`src/rtl/ps2_keypad_controller.sv`:
```
// -----------------------------------------------------------------------------
// ps2_keypad_controller
//
// Brings the PS2Clk-domain scancode/keyPressed pair into the system clock
// domain, waits until it has settled, and turns each new key press into one
// decoded key event. Typematic repeats and key releases produce no event.
// Events are queued in a small FIFO with a valid/ready handshake.
//
// Ports
//   clk              in   system clock, all state on the rising edge
//   rstn             in   asynchronous active-low reset
//   ps2_scancode     in   [7:0] scancode from the PS/2 receiver (PS2Clk domain)
//   ps2_key_pressed  in   keyPressed from the PS/2 receiver (PS2Clk domain)
//   key_ready        in   consumer accepts the head event this cycle
//   clear_ovf        in   clears the sticky overflow flag
//   key_valid        out  FIFO not empty, head event presented
//   key_code         out  [3:0] decoded head event (0-9, 10 Enter, 11 Bksp,
//                         12 Esc, 15 other)
//   key_raw          out  [7:0] raw scancode of the head event
//   fifo_count       out  [clog2(DEPTH):0] number of queued events
//   overflow         out  sticky: an event was dropped on a full FIFO
// -----------------------------------------------------------------------------
module ps2_keypad_controller #(
    parameter int SETTLE_CYCLES = 4,   // 1..255
    parameter int DEPTH         = 4,   // power of 2, 2..16
    parameter int PASS_UNKNOWN  = 0    // 1: queue unmapped codes as 15
) (
    input  logic                     clk,
    input  logic                     rstn,
    input  logic [7:0]               ps2_scancode,
    input  logic                     ps2_key_pressed,
    input  logic                     key_ready,
    input  logic                     clear_ovf,
    output logic                     key_valid,
    output logic [3:0]               key_code,
    output logic [7:0]               key_raw,
    output logic [$clog2(DEPTH):0]   fifo_count,
    output logic                     overflow
);

    localparam int AW = $clog2(DEPTH);
    localparam int CW = AW + 1;
    localparam logic [7:0]    SETTLE_U8 = 8'(SETTLE_CYCLES);
    localparam logic [CW-1:0] DEPTH_CW  = CW'(DEPTH);

    typedef enum logic {ST_IDLE, ST_HELD} state_t;

    // ------------------------------------------------------------------
    // Synchronizer and settle counter
    // ------------------------------------------------------------------
    logic [8:0] r_sync1, r_sync2;
    logic [7:0] r_settle_cnt;
    logic       w_stable;
    logic       w_pressed;
    logic [7:0] w_scancode;

    // NOTE: sequential state uses non-blocking assignments so every flop
    // samples the pre-edge value of its source, independent of block order.
    always_ff @(posedge clk or negedge rstn) begin
        if (!rstn) begin
            r_sync1      <= '0;
            r_sync2      <= '0;
            r_settle_cnt <= '0;
        end else begin
            r_sync1 <= {ps2_key_pressed, ps2_scancode};
            r_sync2 <= r_sync1;
            // The counter restarts on the same edge that stage 2 takes a new
            // value, so it counts how long stage 2 has held its current value.
            if (r_sync1 != r_sync2)
                r_settle_cnt <= '0;
            else if (r_settle_cnt != SETTLE_U8)
                r_settle_cnt <= r_settle_cnt + 8'd1;
        end
    end

    assign w_stable   = (r_settle_cnt == SETTLE_U8);
    assign w_pressed  = r_sync2[8];
    assign w_scancode = r_sync2[7:0];

    // ------------------------------------------------------------------
    // Scancode decode
    // ------------------------------------------------------------------
    function automatic logic [3:0] decode(input logic [7:0] sc);
        case (sc)
            8'h45, 8'h70: decode = 4'd0;
            8'h16, 8'h69: decode = 4'd1;
            8'h1E, 8'h72: decode = 4'd2;
            8'h26, 8'h7A: decode = 4'd3;
            8'h25, 8'h6B: decode = 4'd4;
            8'h2E, 8'h73: decode = 4'd5;
            8'h36, 8'h74: decode = 4'd6;
            8'h3D, 8'h6C: decode = 4'd7;
            8'h3E, 8'h75: decode = 4'd8;
            8'h46, 8'h7D: decode = 4'd9;
            8'h5A:        decode = 4'd10;
            8'h66:        decode = 4'd11;
            8'h76:        decode = 4'd12;
            default:      decode = 4'd15;
        endcase
    endfunction

    logic [3:0] w_code;
    assign w_code = decode(w_scancode);

    // ------------------------------------------------------------------
    // Press-tracking FSM
    // ------------------------------------------------------------------
    state_t     r_state, w_state_next;
    logic [7:0] r_last_code;
    logic       w_event;
    logic       w_push_req;

    always_ff @(posedge clk or negedge rstn) begin
        if (!rstn) begin
            r_state     <= ST_IDLE;
            r_last_code <= '0;
        end else begin
            r_state <= w_state_next;
            if (w_event)
                r_last_code <= w_scancode;
        end
    end

    // NOTE: every signal driven here gets a default first, so no path can
    // leave it unassigned and infer a latch.
    always_comb begin
        w_state_next = r_state;
        w_event      = 1'b0;
        case (r_state)
            ST_IDLE: begin
                if (w_stable && w_pressed) begin
                    w_event      = 1'b1;
                    w_state_next = ST_HELD;
                end
            end
            ST_HELD: begin
                if (w_stable) begin
                    if (!w_pressed)
                        w_state_next = ST_IDLE;
                    else if (w_scancode != r_last_code)
                        w_event = 1'b1;   // rollover onto a different key
                end
            end
            default: w_state_next = ST_IDLE;
        endcase
    end

    // Unmapped keys still move the FSM but are only queued if enabled.
    assign w_push_req = w_event && ((w_code != 4'd15) || (PASS_UNKNOWN != 0));

    // ------------------------------------------------------------------
    // Event FIFO
    // ------------------------------------------------------------------
    logic [11:0]   r_mem [DEPTH];
    logic [AW-1:0] r_rd_ptr, r_wr_ptr, w_rd_next;
    logic [CW-1:0] r_count, w_count_next;
    logic [3:0]    r_key_code;
    logic [7:0]    r_key_raw;
    logic          r_overflow;
    logic          w_pop, w_full, w_push;
    logic [11:0]   w_wdata, w_head_next;

    assign w_wdata   = {w_code, w_scancode};
    assign w_pop     = (r_count != '0) && key_ready;
    assign w_full    = (r_count == DEPTH_CW);
    assign w_push    = w_push_req && (!w_full || w_pop);
    assign w_rd_next = w_pop ? r_rd_ptr + AW'(1) : r_rd_ptr;

    always_comb begin
        w_count_next = r_count;
        if (w_push && !w_pop)
            w_count_next = r_count + CW'(1);
        else if (w_pop && !w_push)
            w_count_next = r_count - CW'(1);
    end

    // The next head is the entry being written this cycle when it lands in
    // the slot the read pointer is about to point at; otherwise storage.
    assign w_head_next = (w_push && (w_rd_next == r_wr_ptr)) ? w_wdata
                                                               : r_mem[w_rd_next];

    // NOTE: the storage array has no reset; an entry is only ever read after
    // it has been written, and key_code/key_raw come from reset registers.
    always_ff @(posedge clk) begin
        if (w_push)
            r_mem[r_wr_ptr] <= w_wdata;
    end

    always_ff @(posedge clk or negedge rstn) begin
        if (!rstn) begin
            r_rd_ptr   <= '0;
            r_wr_ptr   <= '0;
            r_count    <= '0;
            r_key_code <= '0;
            r_key_raw  <= '0;
            r_overflow <= 1'b0;
        end else begin
            r_rd_ptr <= w_rd_next;
            r_count  <= w_count_next;
            if (w_push)
                r_wr_ptr <= r_wr_ptr + AW'(1);
            // Outputs hold the last head when the FIFO drains empty.
            if (w_count_next != '0)
                {r_key_code, r_key_raw} <= w_head_next;
            // Setting wins over clearing in the same cycle.
            if (w_push_req && w_full && !w_pop)
                r_overflow <= 1'b1;
            else if (clear_ovf)
                r_overflow <= 1'b0;
        end
    end

    assign key_valid  = (r_count != '0);
    assign key_code   = r_key_code;
    assign key_raw    = r_key_raw;
    assign fifo_count = r_count;
    assign overflow   = r_overflow;

endmodule
```
`config.mk`:
```
export PLATFORM = sky130hd
export DESIGN_NAME = ps2_keypad_controller
export DESIGN_NICKNAME = d
export VERILOG_FILES = /design/src/rtl/ps2_keypad_controller.sv
export SDC_FILE = /design/constraint.sdc
export NUM_CORES = 1
export LEC_CHECK = 0
export ABC_CLOCK_PERIOD_IN_PS = 8800
export BUFFER_PORTS_ARGS = -buffer_cell sky130_fd_sc_hd__clkbuf_2
export CAP_MARGIN = 10
export CORE_UTILIZATION = 65
export DETAILED_ROUTE_END_ITERATION = 8
export GPL_TIMING_DRIVEN = 0
export PLACE_DENSITY = 0.86
export SYNTH_ARGS = -nofsm -noshare
export SYNTH_HDL_FRONTEND = slang
export SYNTH_SLANG_ARGS = --single-unit
```
`constraint.sdc`:
```
create_clock -name clk -period 8.8 [get_ports clk]
set_input_delay 2.2 -clock clk [delete_from_list [all_inputs] [get_ports clk]]
set_output_delay 2.2 -clock clk [all_outputs]
set_load 0.005 [all_outputs]
```
After elaboration in Yosys (flattened, before gate mapping)
Memory sizes are Yosys's and may differ from the RTL's. A register that Yosys moved wholly into a read port is not among the register bits.
Index checks and enable logic that the tools add are counted.
{"block": "classes", "n_shift": 0, "eq_ne": 29, "div": 0, "add_sub_neg": 5, "mux": 18, "multipliers": 0, "n_reduce_logical": 27, "n_lt_le_gt_ge": 0, "bitwise": 1}
{"cell": "$eq 8x7->1 const B", "n": 15}
{"cell": "$pmux 4 s13", "n": 1}
{"cell": "$eq 8x6->1 const B", "n": 6}
{"cell": "$reduce_or 2->1", "n": 10}
{"cell": "$eq 8x5->1 const B", "n": 2}
{"cell": "$mux 8", "n": 2}
{"cell": "$mux 1", "n": 10}
{"cell": "$ne 9x9->1", "n": 1}
{"cell": "$add 8x1->8 const B", "n": 1}
{"cell": "$eq 8x3->1 const B", "n": 1}
{"cell": "$logic_and 1x1->1", "n": 8}
{"cell": "$ne 8x3->1 const B", "n": 1}
{"cell": "$ne 8x8->1", "n": 1}
{"cell": "$mux 3", "n": 2}
{"cell": "$reduce_bool 3->1", "n": 2}
{"cell": "$add 2x1->2 const B", "n": 2}
{"cell": "$logic_not 1->1", "n": 4}
{"cell": "$ne 4x4->1 const B", "n": 1}
{"cell": "$pmux 1 s2", "n": 2}
{"cell": "$reduce_bool 2->1", "n": 2}
{"cell": "$add 3x1->3 const B", "n": 1}
{"cell": "$eq 3x3->1 const B", "n": 1}
{"cell": "$sub 3x1->3 const B", "n": 1}
{"cell": "$mux 2", "n": 1}
{"cell": "other kinds (2)", "n": 2}
{"block": "totals", "memories": 1, "ff_bits": 43, "out_inout_bits": 17, "ramBits": 48, "latchBits": 0, "elab_cells": 90, "rom_bits": 0}
{"memory": "r_mem", "words": 4, "word_bits": 12, "rd": 1, "rd_clocked_by_memory_dff": 1, "write_ports": 1, "line_no": "154", "rtl": "logic [11:0] r_mem [DEPTH];"}

Logic depth before layout (Yosys ltp)
{"block": "logic_depth", "depth_word": 12, "mapped_depth": 12, "mapped_depth_nobuf": 9}

Worst setup path before layout
Ideal clock, no wire load.
{"block": "synth_path", "kind": "in2reg", "startpoint": "input key_ready", "endpoint": "register r_key_code[0], in the netlist key_code[0], read port of r_mem", "setup_ns": 0.125, "slack_ns": 4.658, "path_stages": 6, "t_arrival_ns": 4.017, "path_buffers": 1, "cell_sequence": "nand2_1 > xor2_2 > buf_2 > mux4_2 > mux2_2 > mux2_4"}
{"block": "synth_via", "elab_chain_cells": 8}
{"element": "from (decl)", "line_no": "32", "rtl": "input logic key_ready,"}
{"element": "$logic_and 1x1->1 *", "line_no": "164", "rtl": "assign w_pop = (r_count != '0) && key_ready;"}
{"element": "$logic_or 1x1->1", "line_no": "166", "rtl": "assign w_push = w_push_req && (!w_full || w_pop);"}
{"element": "$logic_and 1x1->1", "line_no": "166"}
{"element": "$logic_not 1->1", "line_no": "173", "rtl": "else if (w_pop && !w_push)"}
{"element": "$logic_and 1x1->1", "line_no": "173"}
{"element": "$mux 3", "line_no": "173"}
{"element": "$mux 3", "line_no": "171", "rtl": "if (w_push && !w_pop)"}
{"element": "$reduce_bool 3->1", "line_no": "203", "rtl": "if (w_count_next != '0)"}
{"element": "to (decl)", "line_no": "157", "rtl": "logic [3:0] r_key_code;"}
Mark *: on every way between the ends. The rest lies on a longest branch, timed or not.
A chain may end at the register's enable or synchronous reset.

Final worst setup path
{"block": "layout_path", "startpoint": "input key_ready", "endpoint": "register r_key_raw[4], in the netlist key_raw[4], read port of r_mem"}
{"block": "layout_via", "elab_chain_cells": 8}
{"element": "$logic_and 1x1->1 *", "line_no": "164"}
{"element": "$logic_or 1x1->1", "line_no": "166"}
{"element": "$logic_and 1x1->1", "line_no": "166"}
{"element": "$logic_not 1->1", "line_no": "173"}
{"element": "$logic_and 1x1->1", "line_no": "173"}
{"element": "$mux 3", "line_no": "173"}
{"element": "$mux 3", "line_no": "171"}
{"element": "$reduce_bool 3->1", "line_no": "203"}
{"element": "to (decl)", "line_no": "158", "rtl": "logic [7:0] r_key_raw;"}
Marked as above.

==> flow_metrics.tcl <==
set metrics [dict create \
    status "finished with violations" \
    violations "DRC" \
    track_usage_pct 25.3 \
    place_congestion 0.880 \
    syn_area_per_cell_um2 14.4 \
    portBuffers 29 \
    cts_resized 0 \
    p_per_area_nw_per_um2 243 \
    drive_gt1_share_pct 28.6 \
    die_w_um 88.2 \
    synth.net_count 358 \
    max-vdd-ir-drop_mv 0.130 \
    min_path_type "flip-flop to flip-flop" \
    num_io_pins 30 \
    clk_latency_ns 0.36 \
    arrival_ns 4.54 \
    postRouteAntennaNets 0 \
    drtPass1Iterations 7 \
    p_sw_mw 0.369 \
    slowest_delay_ns 0.60 \
    clock_sinks 103 \
    switching_share_pct 28.6 \
    power_frac_seq_pct 45.1 \
    syn2layout_area_growth_pct 9.90 \
    core-area_um2 7210 \
    cp_data_required_time_ns 9.04 \
    pwr-share-clk_pct 21.5 \
    synth_seq_area_share_pct 58.4 \
    finalClockSkew_ns 0.0101 \
    synth_edf_count 48 \
    setup_violations 0 \
    wirelength_um 8890 \
    critPathLaunchType "primary input" \
    hold_viol 0 \
    fin_cells 480 \
    initialDrtViolationCount 326 \
    final_util_pct 73.6 \
    period_share_pct 48.9 \
    crit_path_cell_trace "clkbuf_2, nand3_1, xor2_1, clkbuf_1, mux4_2, mux2_2, mux2_4" \
    grt-ovfl-total 0 \
    yosysWarnings 0 \
    fin_nets 399 \
    cap_viol_max_count 0 \
    grt_pass1_wl_um 14200 \
    via_per_inst 6.11 \
    rows 31 \
    ys_seq_elements 103 \
    fin_tns_setup_ns 0 \
    cts_inserted_buffers 9 \
    h-tree-depth 3 \
    slew_viol_final 0 \
    timing.fmax_mhz 233 \
    layout_min_cycle_time_ns 4.30 \
    antenna_found_initial 0 \
    power.leakage_nw 2.07 \
    ctsHoldBuffers 0 \
    worst_slew_pin_slew_ns 0.705 \
    vias 2933 \
    hold_ws_ns 0.397 \
    clk_pin_slew_ns 0.08 \
    crit_family "multiplexers" \
    clock_tree.root_cell "clkbuf_8" \
    fin_ws_ns 4.50 \
    netlist_instances 336 \
    netlist_area_um2 4830 \
    wire_per_inst_um 18.5 \
    grt_pass1_vias 2830 \
    power_frac_comb_pct 33.4 \
    cp_num_buf_inv 2 \
    relSlewSlack_pct 53.0 \
    die_area_um2 7780 \
    hpwl_um 6140 \
    cts_tree "yes" \
    slowest_stage "clkbuf_1" \
    antennaDiodeCount 0 \
    crit_path_max_fanout 10 \
    fp.dieH_um 88.2 \
    crit_type "primary input to flip-flop" \
    clockBufferDepth 2 \
    ys_types 65 \
    dp.cells 465 \
    start_util_pct 66.9 \
    rsz0062_at_grt "no" \
    internal_power_mw 0.921 \
    grt_max_degree 39 \
    synthFlopType "dfrtp_1" \
    synthArstFlopShare_pct 53.4 \
    worstSetupEndpointType "flip-flop" \
    cts_setup_buffers 0 \
    place_ws_ns 4.23 \
    drc 2 \
]
worst register-to-register path: cells and delay by family, from the launching register on:
kind | cells | cell delay (ns)
compound gates | 4 | 1.11
mux | 2 | 0.66
buf+inv | 3 | 0.65
simple gates | 1 | 0.29
flops | 1 | 0.54
per-layer routing:
| metal | up-vias | track usage, % | wire length (µm) |
|---|---|---|---|
| met1 | 1473 | 34.2 | 3880 |
| li1 | 1340 | - | - |
| met5 | - | 0 | 0 |
| met3 | 19 | 5.84 | 378 |
| met4 | 0 | 7.77 | 155 |
| met2 | 101 | 41.1 | 4470 |
registers in the layout (all words and copies together), names as in the netlist, named ones only:
| register | cells |
|---|---|
| r_settle_cnt | 8 |
| r_sync1 | 9 |
| r_last_code | 8 |
| r_mem | 48 |
| r_wr_ptr | 2 |
| key_raw | 8 |
| r_sync2 | 9 |
| r_rd_ptr | 2 |
| fifo_count | 3 |
| overflow | 1 |
| key_code | 4 |
final cells by class:
| class | instances | area (µm²) |
|---|---|---|
| buffer | 14 | 92.6 |
| clock buffer | 15 | 189 |
| fill | 480 | 1910 |
| inverter | 12 | 45.0 |
| multi-input combinational | 207 | 1870 |
| sequential | 103 | 2820 |
| tap | 99 | 124 |
| timing repair buffer | 30 | 165 |
layout by cell type, fill, tap and decap left out, types with 2 or more instances in the layout:
master     count
dfrtp_1       55
edfxtp_1      48
clkbuf_2      29
xor2_1        21
mux2_2        20
nand2_1       18
mux4_2        12
inv_1         11
nor2_1        11
mux2_4        10
nand3_1        9
o21ai_0        9
xnor2_1        9
ha_1           9
clkbuf_8       9
buf_2          8
and3_1         7
nand2b_1       5
clkbuf_1       5
nor3b_1        4
o211ai_1       4
nor3_1         4
buf_6          3
and2_1         3
a21oi_1        3
nand4_1        3
nand3b_1       2
buf_4          2
or2_2          2
nor2b_1        2
o22ai_1        2
nor4bb_1       2
and4b_1        2
nor4_1         2
clkbuf_16      2
synthesized netlist by cell type (4+ instances only):
| library cell | instances | area (µm²) |
|---|---|---|
| o21ai_0 | 9 | 45.0 |
| mux2_4 | 10 | 150 |
| nand3_1 | 9 | 45.0 |
| ha_1 | 9 | 113 |
| nand2b_1 | 5 | 31.3 |
| inv_1 | 11 | 41.3 |
| nor2_1 | 11 | 41.3 |
| and3_1 | 7 | 43.8 |
| xnor2_1 | 9 | 78.8 |
| buf_2 | 8 | 40.0 |
| mux4_2 | 12 | 270 |
| edfxtp_1 | 48 | 1440 |
| o211ai_1 | 4 | 30.0 |
| dfrtp_1 | 55 | 1380 |
| nor3b_1 | 4 | 30.0 |
| mux2_2 | 20 | 225 |
| nand2_1 | 18 | 67.6 |
| xor2_1 | 21 | 184 |
| nor3_1 | 4 | 20.0 |
stage by stage:
step | total power, mW | area [µm²]
final | 1.29 | 5310
after global placement | 1.00 | 5100
after floorplan | 0.908 | 4830
after global routing | 1.35 | 5310
after detailed placement | 1.02 | 5120
after CTS | 1.30 | 5310
power by group through the flow:
stage	Sequential [mW]	Clock [mW]	Combinational (mW)
6_report	0.581	0.277	0.431
4_1_cts	0.582	0.282	0.433
2_1_floorplan	0.587	0	0.321
3_5_place_dp	0.592	0	0.428
5_1_grt	0.587	0.302	0.462
3_3_place_gp	0.588	0	0.412
logic make-up after synthesis:
kind of cell	after synthesis	synth area share, %
AOI/OAI and AO/OA	39	6.76
xor gates and xnor gates	31	5.78
adders and majority gates	9	2.33
buffers and inverters	26	2.85
DFF	103	58.4
muxes	43	13.6
and+or+nand+nor	85	10.3
worst paths after layout:
check	startpoint	endpoint	slack [ns]	cells after the start
hold reg to reg	r_sync1[0]	r_sync2[0]	0.40	0
setup reg to reg	r_sync2[5]	key_raw[4]	5.45	10
min in group asynchronous	rstn	fifo_count[0]	1.80	1
max in group asynchronous	rstn	r_sync2[2]	6.41	2
setup / recovery	key_ready	key_raw[4]	4.50	7
hold / removal	r_sync1[0]	r_sync2[0]	0.40	0
(Power assumes the default switching activity.)
